**src/rtl/lsu_mem_adapter.sv**
```systemverilog
// RV32I load/store adapter onto a word-only data memory without byte enables.
// Sub-word stores become a read cycle followed by a separate write cycle.
module lsu_mem_adapter #(
   parameter int DEPTH = 1024,
   parameter int IDX_W = 10
) (
   input  logic        clk,
   input  logic        rst_n,
   input  logic        req_valid,
   output logic        req_ready,
   input  logic        req_we,
   input  logic [2:0]  req_funct3,
   input  logic [31:0] req_addr,
   input  logic [31:0] req_wdata,
   output logic        resp_valid,
   output logic [31:0] resp_rdata,
   output logic        resp_err,
   output logic [31:0] mem_A,
   output logic        mem_WE,
   output logic [31:0] mem_WD,
   input  logic [31:0] mem_RD
);

   typedef enum logic [2:0] {IDLE, LOAD, RMW_RD, WRITE, ERR} state_t;

   state_t            state_q, state_d;
   logic [IDX_W-1:0]  widx_q;
   logic [1:0]        off_q;
   logic [2:0]        funct3_q;
   logic              we_q;
   logic [31:0]       wdata_q;
   logic [31:0]       merge_q, merge_d;
   logic              resp_valid_q, resp_valid_d;
   logic [31:0]       resp_rdata_q, resp_rdata_d;
   logic              resp_err_q, resp_err_d;

   logic              accept, illegal, misal, oor, req_bad;
   logic [7:0]        byte_sel;
   logic [15:0]       half_sel;
   logic [31:0]       load_ext;

   assign req_ready  = (state_q == IDLE);
   assign accept     = req_valid && req_ready;
   assign resp_valid = resp_valid_q;
   assign resp_rdata = resp_rdata_q;
   assign resp_err   = resp_err_q;

   // Memory-side outputs decode straight from state so reset kills mem_WE at once.
   assign mem_A  = {{(32-IDX_W){1'b0}}, widx_q};
   assign mem_WE = (state_q == WRITE);
   assign mem_WD = (state_q != WRITE)      ? 32'd0 :
                   (funct3_q[1:0] == 2'b10) ? wdata_q : merge_q;

   always_comb begin
      illegal = req_we ? !(req_funct3 == 3'b000 || req_funct3 == 3'b001 || req_funct3 == 3'b010)
                       :  (req_funct3 == 3'b011 || req_funct3 == 3'b110 || req_funct3 == 3'b111);
      misal   = (req_funct3[1:0] == 2'b01 && req_addr[0]) ||
                (req_funct3[1:0] == 2'b10 && req_addr[1:0] != 2'b00);
      oor     = (req_addr[31:2] >= 30'(DEPTH));
      req_bad = illegal || misal || oor;
   end

   always_comb begin
      byte_sel = mem_RD[{off_q, 3'b000} +: 8];
      half_sel = off_q[1] ? mem_RD[31:16] : mem_RD[15:0];
      case (funct3_q)
         3'b000:  load_ext = {{24{byte_sel[7]}}, byte_sel};
         3'b100:  load_ext = {24'd0, byte_sel};
         3'b001:  load_ext = {{16{half_sel[15]}}, half_sel};
         3'b101:  load_ext = {16'd0, half_sel};
         default: load_ext = mem_RD;
      endcase
   end

   always_comb begin
      merge_d = mem_RD;
      if (funct3_q[1:0] == 2'b00)
         merge_d[{off_q, 3'b000} +: 8] = wdata_q[7:0];
      else
         merge_d[{off_q[1], 4'b0000} +: 16] = wdata_q[15:0];
   end

   always_comb begin
      state_d      = state_q;
      resp_valid_d = 1'b0;
      resp_rdata_d = 32'd0;
      resp_err_d   = 1'b0;
      case (state_q)
         IDLE: begin
            if (accept) begin
               if (req_bad)                       state_d = ERR;
               else if (!req_we)                  state_d = LOAD;
               else if (req_funct3[1:0] == 2'b10) state_d = WRITE;
               else                               state_d = RMW_RD;
            end
         end
         LOAD: begin
            state_d      = IDLE;
            resp_valid_d = 1'b1;
            resp_rdata_d = load_ext;
         end
         RMW_RD: state_d = WRITE;
         WRITE: begin
            state_d      = IDLE;
            resp_valid_d = 1'b1;
         end
         ERR: begin
            state_d      = IDLE;
            resp_valid_d = 1'b1;
            resp_err_d   = 1'b1;
         end
         default: state_d = IDLE;
      endcase
   end

   always_ff @(posedge clk or negedge rst_n) begin
      if (!rst_n) begin
         state_q      <= IDLE;
         widx_q       <= '0;
         off_q        <= '0;
         funct3_q     <= '0;
         we_q         <= 1'b0;
         wdata_q      <= '0;
         merge_q      <= '0;
         resp_valid_q <= 1'b0;
         resp_rdata_q <= '0;
         resp_err_q   <= 1'b0;
      end else begin
         state_q      <= state_d;
         resp_valid_q <= resp_valid_d;
         resp_rdata_q <= resp_rdata_d;
         resp_err_q   <= resp_err_d;
         if (accept) begin
            widx_q   <= req_addr[IDX_W+1:2];
            off_q    <= req_addr[1:0];
            funct3_q <= req_funct3;
            we_q     <= req_we;
            wdata_q  <= req_wdata;
         end
         if (state_q == RMW_RD)
            merge_q <= merge_d;
      end
   end

endmodule

```
**config.mk**
```make
export PLATFORM = sky130hd
export DESIGN_NAME = lsu_mem_adapter
export DESIGN_NICKNAME = d
export VERILOG_FILES = /design/src/rtl/lsu_mem_adapter.sv
export SDC_FILE = /design/constraint.sdc
export NUM_CORES = 1
export LEC_CHECK = 0
export ABC_AREA = 1
export ABC_CLOCK_PERIOD_IN_PS = 2600
export CORE_ASPECT_RATIO = 0.75
export CORE_MARGIN = 5
export CORE_UTILIZATION = 45
export CTS_BUF_LIST = sky130_fd_sc_hd__clkbuf_4 sky130_fd_sc_hd__clkbuf_8
export DETAILED_ROUTE_END_ITERATION = 6
export PLACE_DENSITY = 0.77
export SKIP_LAST_GASP = 1
export SLEW_MARGIN = 40
export SYNTH_ARGS = -nofsm -noshare
export SYNTH_HDL_FRONTEND = slang
export SYNTH_SLANG_ARGS = --single-unit
export TNS_END_PERCENT = 10
```
**constraint.sdc**
```tcl
create_clock -name clk -period 2.6 [get_ports clk]
set_input_delay 0.26 -clock clk [delete_from_list [all_inputs] [get_ports clk]]
set_output_delay 0.26 -clock clk [all_outputs]
set_load 0.02 [all_outputs]
```
=== Yosys cells after proc, flatten, opt, wreduce, memory -nomap -nowiden ===
Cells that the tools add are included.

* Add/subtract/negate cells: 2
* $lt $le $gt $ge: 1
* Equal/unequal tests: 17
* Shift-type cells: 5
* Multiplexer cells: 16
* Reduce and logical (&&, ||, !) cells: 17

{| class="wikitable"
|+ Operator list
! kind !! number
|-
| $mux W32 || 4
|-
| $pmux W32 S4 || 1
|-
| $bwmux W32 || 2
|-
| $shift A16 B7 Y32 const A || 1
|-
| $shift A8 B7 Y32 const A || 1
|-
| $shiftx A16 B7 Y32 || 1
|-
| $shiftx A32 B6 Y8 || 1
|-
| $shiftx A8 B7 Y32 || 1
|-
| $ge A30 B11 Y1 const B || 1
|-
| $mux W16 || 1
|-
| $eq A3 B3 Y1 const B || 5
|-
| $neg A5 Y7 || 2
|-
| $eq A3 B2 Y1 const B || 4
|-
| $eq A3 B1 Y1 const B || 3
|-
| $logic_not A3 Y1 || 3
|-
| $logic_or A1 B1 Y1 || 7
|-
| $mux W3 || 2
|-
| $pmux W3 S2 || 1
|-
| $eq A2 B2 Y1 const B || 2
|-
| $mux W1 || 4
|-
| $logic_and A1 B1 Y1 || 3
|-
| $ne A3 B2 Y1 const B || 1
|-
| $reduce_or A3 Y1 || 1
|-
| $eq A2 B1 Y1 const B || 1
|-
| 5 further kinds || 5
|}

* Register bits after elaboration: 116
* Input bits: 103
* Output and inout port bits: 100
* Logic and storage cells: 67

=== Depth between registers and ports, before layout ===
Gate-level depths: netlist of the first run.

* Word-level depth: 10
* Gate-level depth with buffers: 11
* Gate-level depth less buffers: 8

=== Least setup slack after synthesis of the first run ===
No wires, ideal clock.

* Path type: reg2reg
* Start point: register off_q[1]
* End point: register merge_q[10]
* Library setup time: 0.076 ns
* Arrival: 1.834 ns
* Slack: 0.689 ns
* Stages on the path, launching flop included: 11
* Clock period less this slack: 1.911 ns
* Cells stage by stage: dfrtp_1 buf_4 inv_1 buf_2 buf_2 ha_1 clkbuf_1 nand2_1 o22ai_1 nor2_1 o21ai_1

* Longest elaborated chain between the ends: 4
* Elaborated cells on any way between the ends: 9

{| class="wikitable"
|+ Ends and longest elaborated chain
! item !! line !! RTL
|-
| from (decl) || 28 || <nowiki>logic [1:0] off_q;</nowiki>
|-
| from (signal assigned) || 135 || <nowiki>off_q <= req_addr[1:0];</nowiki>
|-
| $neg A5 Y7, on equally long branches || 80, 78 ||
|-
| $shiftx A16 B7 Y32 (tied with other cells) || 80 || <nowiki>merge_d[{off_q[1], 4'b0000} +: 16] = wdata_q[15:0];</nowiki>
|-
| $bwmux W32, on equally long branches || 80, 78 ||
|-
| $mux W32 * || 77 || <nowiki>if (funct3_q[1:0] == 2'b00)</nowiki>
|-
| to (signal assigned) || 141 || <nowiki>merge_q <= merge_d;</nowiki>
|-
| to (decl) || 32 || <nowiki>logic [31:0] merge_q, merge_d;</nowiki>
|}

Mark *: on every way between the ends. The rest lies on a longest branch, timed or not.
A chain may end at the register's enable or synchronous reset.

=== Worst setup path in the final report of the first run ===
* Start point: register state_q[2]
* End point: output mem_WD[17]

* Longest elaborated chain between the ends: 2

{| class="wikitable"
|+ Ends and longest elaborated chain
! item !! line !! RTL
|-
| from (decl) || 26 || <nowiki>state_t state_q, state_d;</nowiki>
|-
| from (signal assigned) || 129 || <nowiki>state_q <= state_d;</nowiki>
|-
| $ne A3 B2 Y1 || 51 || <nowiki>assign mem_WD = (state_q != WRITE) ? 32'd0 :</nowiki>
|-
| $mux W32 || 51 ||
|-
| to (decl) || 20 || <nowiki>output logic [31:0] mem_WD,</nowiki>
|}

No other way between the ends.

==> results of run 1 <==
==> placed cells by master, fill, tap and decap left out, types with 22 or more instances in the layout <==
cell / Yosys / routed
a21oi_1: 79 / 79
clkdlybuf4s50_1: 0 / 174
conb_1: 1 / 22
dfrtp_1: 116 / 116
inv_1: 55 / 54
nand2_1: 117 / 117
nor2_1: 124 / 124
o21ai_0: 142 / 142
o21ai_1: 25 / 25
==> cells by family after synthesis <==
kind of cell             after synthesis  synth area share
AO/OA/AOI/OAI                        279             0.221
multiplexers                          27            0.0462
AND/OR/NAND/NOR                      275             0.179
buffers and inverters                136             0.103
flip-flops                           116             0.441
adder cells (fa/ha/maj)                5           0.00950
other                                  1          0.000569
==> worst max-delay path, cell delays in order, from the launching register on <==
cell	delay [ns]
dfrtp_1	0.39
inv_2	0.09
nand2_1	0.10
nor2_1	0.13
buf_6	0.25
o21ai_0	0.21
nor2_1	0.12
clkdlybuf4s50_1	0.61
==> power by group through the flow <==
stage / Sequential, mW / Combinational, mW / Clock (mW)
floorplan: 2.15 / 0.825 / 0
global placement: 2.15 / 1.32 / 0
detailed placement: 2.16 / 1.33 / 0
CTS: 2.12 / 1.34 / 2.19
global route: 2.15 / 1.51 / 2.28
finish: 2.13 / 1.38 / 2.17
==> stage by stage <==
stage          instances  setup TNS [ns]  hold WS, ns
3_3_place_gp        1186               0        0.276
5_1_grt             1221           -2.13        0.371
6_report            1221          -0.243        0.332
4_1_cts             1219          -0.314        0.346
3_5_place_dp        1186               0        0.275
2_1_floorplan        860               0      -0.0356
==> Yosys cell counts, types with 4 or more instances <==
cell and n:
buf_4 24, o22ai_1 16, o21ai_0 142, buf_6 4, o211ai_1 11, dfrtp_1 116
inv_2 7, a31oi_1 4, nor2_4 12, a21oi_1 79, nor2_2 4, nor2_1 124
inv_1 55, mux2_1 8, clkbuf_1 19, buf_2 24, ha_1 5, o21ai_1 25
nand2_1 117, nand3_1 10, mux2_2 19
==> sequential cells by signal (all words and copies together), names as in the netlist <==
signal,cells
resp_err,1
funct3_q,3
resp_rdata,32
resp_valid,1
merge_q,32
widx_q,10
off_q,2
wdata_q,32
state_q,3
==> metal layers <==
metal | up-vias | track usage
met3 | 31 | 0.0875
met4 | 0 | 0.0548
met5 | - | 0
met1 | 3050 | 0.368
met2 | 337 | 0.357
li1 | 3091 | -
==> area by class of cell <==
| type | instances | area, µm² | area share |
|---|---|---|---|
| clock buffer | 20 | 269 | 0.0298 |
| timing repair buffer | 203 | 2020 | 0.224 |
| sequential | 116 | 2900 | 0.322 |
| tap | 200 | 250 | 0.0278 |
| multi-input combinational | 608 | 3090 | 0.343 |
| clock inverter | 12 | 250 | 0.0278 |
| inverter | 62 | 236 | 0.0262 |
==> path summary, 6_finish.rpt <==
kind	startpoint	endpoint	slack (ns)
setup / recovery	state_q[2]	mem_WD[17]	-0.04
hold / removal	rst_n	resp_rdata[23]	0.33
setup reg to reg	off_q[1]	merge_q[23]	0.57
hold reg to reg	merge_q[17]	merge_q[17]	0.48
max in group asynchronous	rst_n	merge_q[5]	1.52
min in group clk	req_wdata[0]	wdata_q[0]	0.39
==> what timing repair did <==
action | 4_1_cts | 5_1_grt
endpoints found under the hold margin | 38 | 0
buffers inserted | 0 | 2
resized for setup | 5 | 3
gates cloned | 0 | 0
endpoints found under the setup margin | 32 | 29
hold buffers | 1 | 0
==> results.cfg, run 1 <==
[clock_tree]
cts-buffers-inserted = 17
clk_latency_ns = 0.45
root_buffer = clkbuf_8
cts_sinks = 116
clockBufferDepth = 2
cts_tree = done
path_clk_slew_ns = 0.07
h-tree-depth = 4

[synthesis]
yosysTopAreaCell = dfrtp_1
yosysTopAreaCellShare = 0.441
synth-main-ff-cell = dfrtp_1
synth.area.top_cells = dfrtp_1 44%, o21ai_0 11%, nor2_1 7.1%
synth_area_per_cell_um2 = 7.85
mappedNetlistArea_um2 = 6590
yosys_warnings = 0
synthCells = 839
async_flop_share = 1.00
ys_ff_latch = 116
synth_edf_count = 0
yosysSeqAreaShare = 0.441
synthDistinctLibCells = 29

[final_layout]
design_area_um2 = 9010
final_util = 0.626
diodes = 0
n_fill_cell = 1277
syn_to_final_growth_pct = 36.9
nNetsFinal = 1116
drive_above_1_share = 0.102

[power]
powerDensity_nw_per_um2 = 629
ir_worst_vdd_uv = 338
swShare = 0.308
pwr-share-comb = 0.243
power_frac_clock = 0.382
power_switching_mw = 1.75
internal-power_mw = 3.93
finalPower_mw = 5.67
p_leak_nw = 4.09
p_seq_frac = 0.375

[grt]
grt_pass1_wl_mm = 33.3
antenna_found_initial = 0
grt_max_degree = 75
gr-total-overflow = 0
grt_pass1_vias = 6042
track_usage = 0.250

[setup_path]
worstSetupPathType = flop to output port
crit_required_ns = 2.34
critPathArrivalTime_ns = 2.38
setup.worst_path.start_class = flop
crit_path_end_kind = output port
rr_worst_depth = 7
critical_path_peak_fanout = 33

[placed_design]
routabilityCongestion = 0.982
place_ws_ns = 0.385
dpl.hpwl_mm = 16.0
place_area_um2 = 8460
io_buffers = 180

[routing]
detail_route.vias_per_cell = 5.33
dr_wl_met2_mm = 9.09
met3_length_mm = 2.57
drt-met1-wl_mm = 9.84
vias = 6509
dr.pass1.iters = 5
ant_nets = 0
highest_layer = met4
post_drt_wl_per_cell_um = 17.8
drt-total-wl_mm = 21.8
drc = 0
drt_iter0_drc = 590

[die]
dieWidth_um = 150
die_h_um = 115
pin_count = 203
die_area_um2 = 17200
start_util = 0.457
coreArea_um2 = 14400
rows = 38

[timing]
post-route-period-util = 1.02
slew_headroom = 0.544
fin_crit_ns = 2.64
setup_violations = 10
worst_pin_slew_ns = 0.685
worst_slack_ns = -0.0429
drv_slew = 0
fin_skew_ns = 0.0106
rsz0062_at_grt = true
max_freq_mhz = 378
hold_violations = 0

[outcome]
violations = setup timing
outcome = complete, but fails checks

[worst_hold_path]
hp-class = input pin to async pin

[run]
maxCapViolCount = 0
(Power assumes the default switching activity.)
==> inputs of run 2 (changes only) <==
--- a/config.mk
+++ b/config.mk
@@ -10,11 +10,10 @@
 export CORE_ASPECT_RATIO = 0.75
 export CORE_MARGIN = 5
 export CORE_UTILIZATION = 45
-export CTS_BUF_LIST = sky130_fd_sc_hd__clkbuf_4 sky130_fd_sc_hd__clkbuf_8
 export DETAILED_ROUTE_END_ITERATION = 6
 export PLACE_DENSITY = 0.77
 export SKIP_LAST_GASP = 1
-export SLEW_MARGIN = 40
+export SLEW_MARGIN = 20
 export SYNTH_ARGS = -nofsm -noshare
 export SYNTH_HDL_FRONTEND = slang
 export SYNTH_SLANG_ARGS = --single-unit
==> results.cfg, run 2 (same netlist as run 1, synthesis figures left out) <==
[setup_path]
critPathLaunch = state_q[2]
critPathArrivalTime_ns = 2.38
crit_required_ns = 2.34
crit_path_end_kind = output port
worstSetupPathType = flop to output port
rr_worst_depth = 7
regToRegStartpoint = off_q[1]
critical_path_peak_fanout = 33
setup.worst_path.start_class = flop

[clock_tree]
cts-buffers-inserted = 17
path_clk_slew_ns = 0.06
cts_tree = done
root_buffer = clkbuf_16
cts_sinks = 116
clockBufferDepth = 2
h-tree-depth = 4
clk_latency_ns = 0.42

[timing]
worst_slack_ns = -0.0432
setup_violations = 2
max_freq_mhz = 378
hold_violations = 0
slew_headroom = 0.546
drv_slew = 0
fin_crit_ns = 2.64
fin_skew_ns = 0.00648
post-route-period-util = 1.02
worst_pin_slew_ns = 0.680
rsz0062_at_grt = true

[outcome]
outcome = complete, but fails checks
violations = setup timing

[placed_design]
io_buffers = 180
place_ws_ns = 0.385
place_area_um2 = 8460
routabilityCongestion = 0.982
dpl.hpwl_mm = 16.0

[die]
rows = 38
pin_count = 203
coreArea_um2 = 14400
die_h_um = 115
dieWidth_um = 150
die_area_um2 = 17200
start_util = 0.457

[worst_hold_path]
hp-class = input pin to async pin

[grt]
grt_pass1_wl_mm = 33.7
grt_pass1_vias = 6068
track_usage = 0.254
grt_max_degree = 75
antenna_found_initial = 0
gr-total-overflow = 0

[routing]
ant_nets = 0
detail_route.vias_per_cell = 5.35
post_drt_wl_per_cell_um = 17.8
drc = 0
drt_iter0_drc = 644
drt-total-wl_mm = 21.8
dr.pass1.iters = 6
vias = 6536

[power]
powerDensity_nw_per_um2 = 684
ir_worst_vdd_uv = 518
p_leak_nw = 4.17

[run]
maxCapViolCount = 0

[final_layout]
layout_common_cells = 175 x clkdlybuf4s50_1, 142 x o21ai_0, 124 x nor2_1, 117 x nand2_1, 116 x dfrtp_1
final_util = 0.639
syn_to_final_growth_pct = 39.8
nNetsFinal = 1116
drive_above_1_share = 0.101
final_common_cell = clkdlybuf4s50_1
diodes = 0
design_area_um2 = 9200
==> run 2: final timing paths <==
kind,slack (ns),endpoint
worst max-delay path,-0.04,mem_WD[13]
max in group asynchronous,1.51,wdata_q[5]
worst min register to register,0.47,merge_q[17]
worst max register to register,0.49,merge_q[0]
min in group clk,0.42,wdata_q[2]
worst min-delay path,0.36,resp_rdata[23]
==> run 2: metal layers <==
metal,global-route usage,share of wire
met2,0.357,0.41
met3,0.0796,0.12
met4,0.0750,0.022
met5,0,0
met1,0.375,0.44
==> run 2: stage by stage <==
step                total power, mW  cells  setup TNS [ns]  hold WS [ns]
floorplan                      2.97    860               0       -0.0356
CTS                            6.29   1219         -0.0706         0.383
finish                         6.29   1221         -0.0578         0.361
global placement               3.47   1186               0         0.276
global route                   6.57   1221           -1.40         0.411
detailed placement             3.49   1186               0         0.275
==> run 2: worst max-delay path, cell delays in order (launching register included) <==
cell and delay (ns):
dfrtp_1 0.39, inv_2 0.09, nand2_1 0.10, nor2_1 0.13
buf_6 0.25, o21ai_0 0.13, a21oi_1 0.21, clkdlybuf4s50_1 0.66
==> run 2: repair_timing <==
item | CTS | global route
endpoints found under the hold margin | 38 | 0
setup buffers | 0 | 2
endpoints found under the setup margin | 24 | 30
cloned | 0 | 0
hold buffers | 1 | 0
gates resized for setup | 4 | 3
==> run 2: cell type report <==
| type | instances | area [µm²] |
|---|---|---|
| clock buffers | 20 | 457 |
| multi-input cells | 608 | 3090 |
| fillers | 1249 | 5200 |
| repair buffers | 203 | 2020 |
| inverters | 62 | 236 |
| flip-flops and latches | 116 | 2900 |
| clock inverters | 12 | 250 |
| well taps | 200 | 250 |
==> run 2: where the power goes <==
group / switching [mW] / total, mW / internal, mW
registers: 0.125 / 2.13 / 2.00
clock network: 0.844 / 2.79 / 1.95
logic: 0.848 / 1.37 / 0.526
total: 1.82 / 6.29 / 4.48
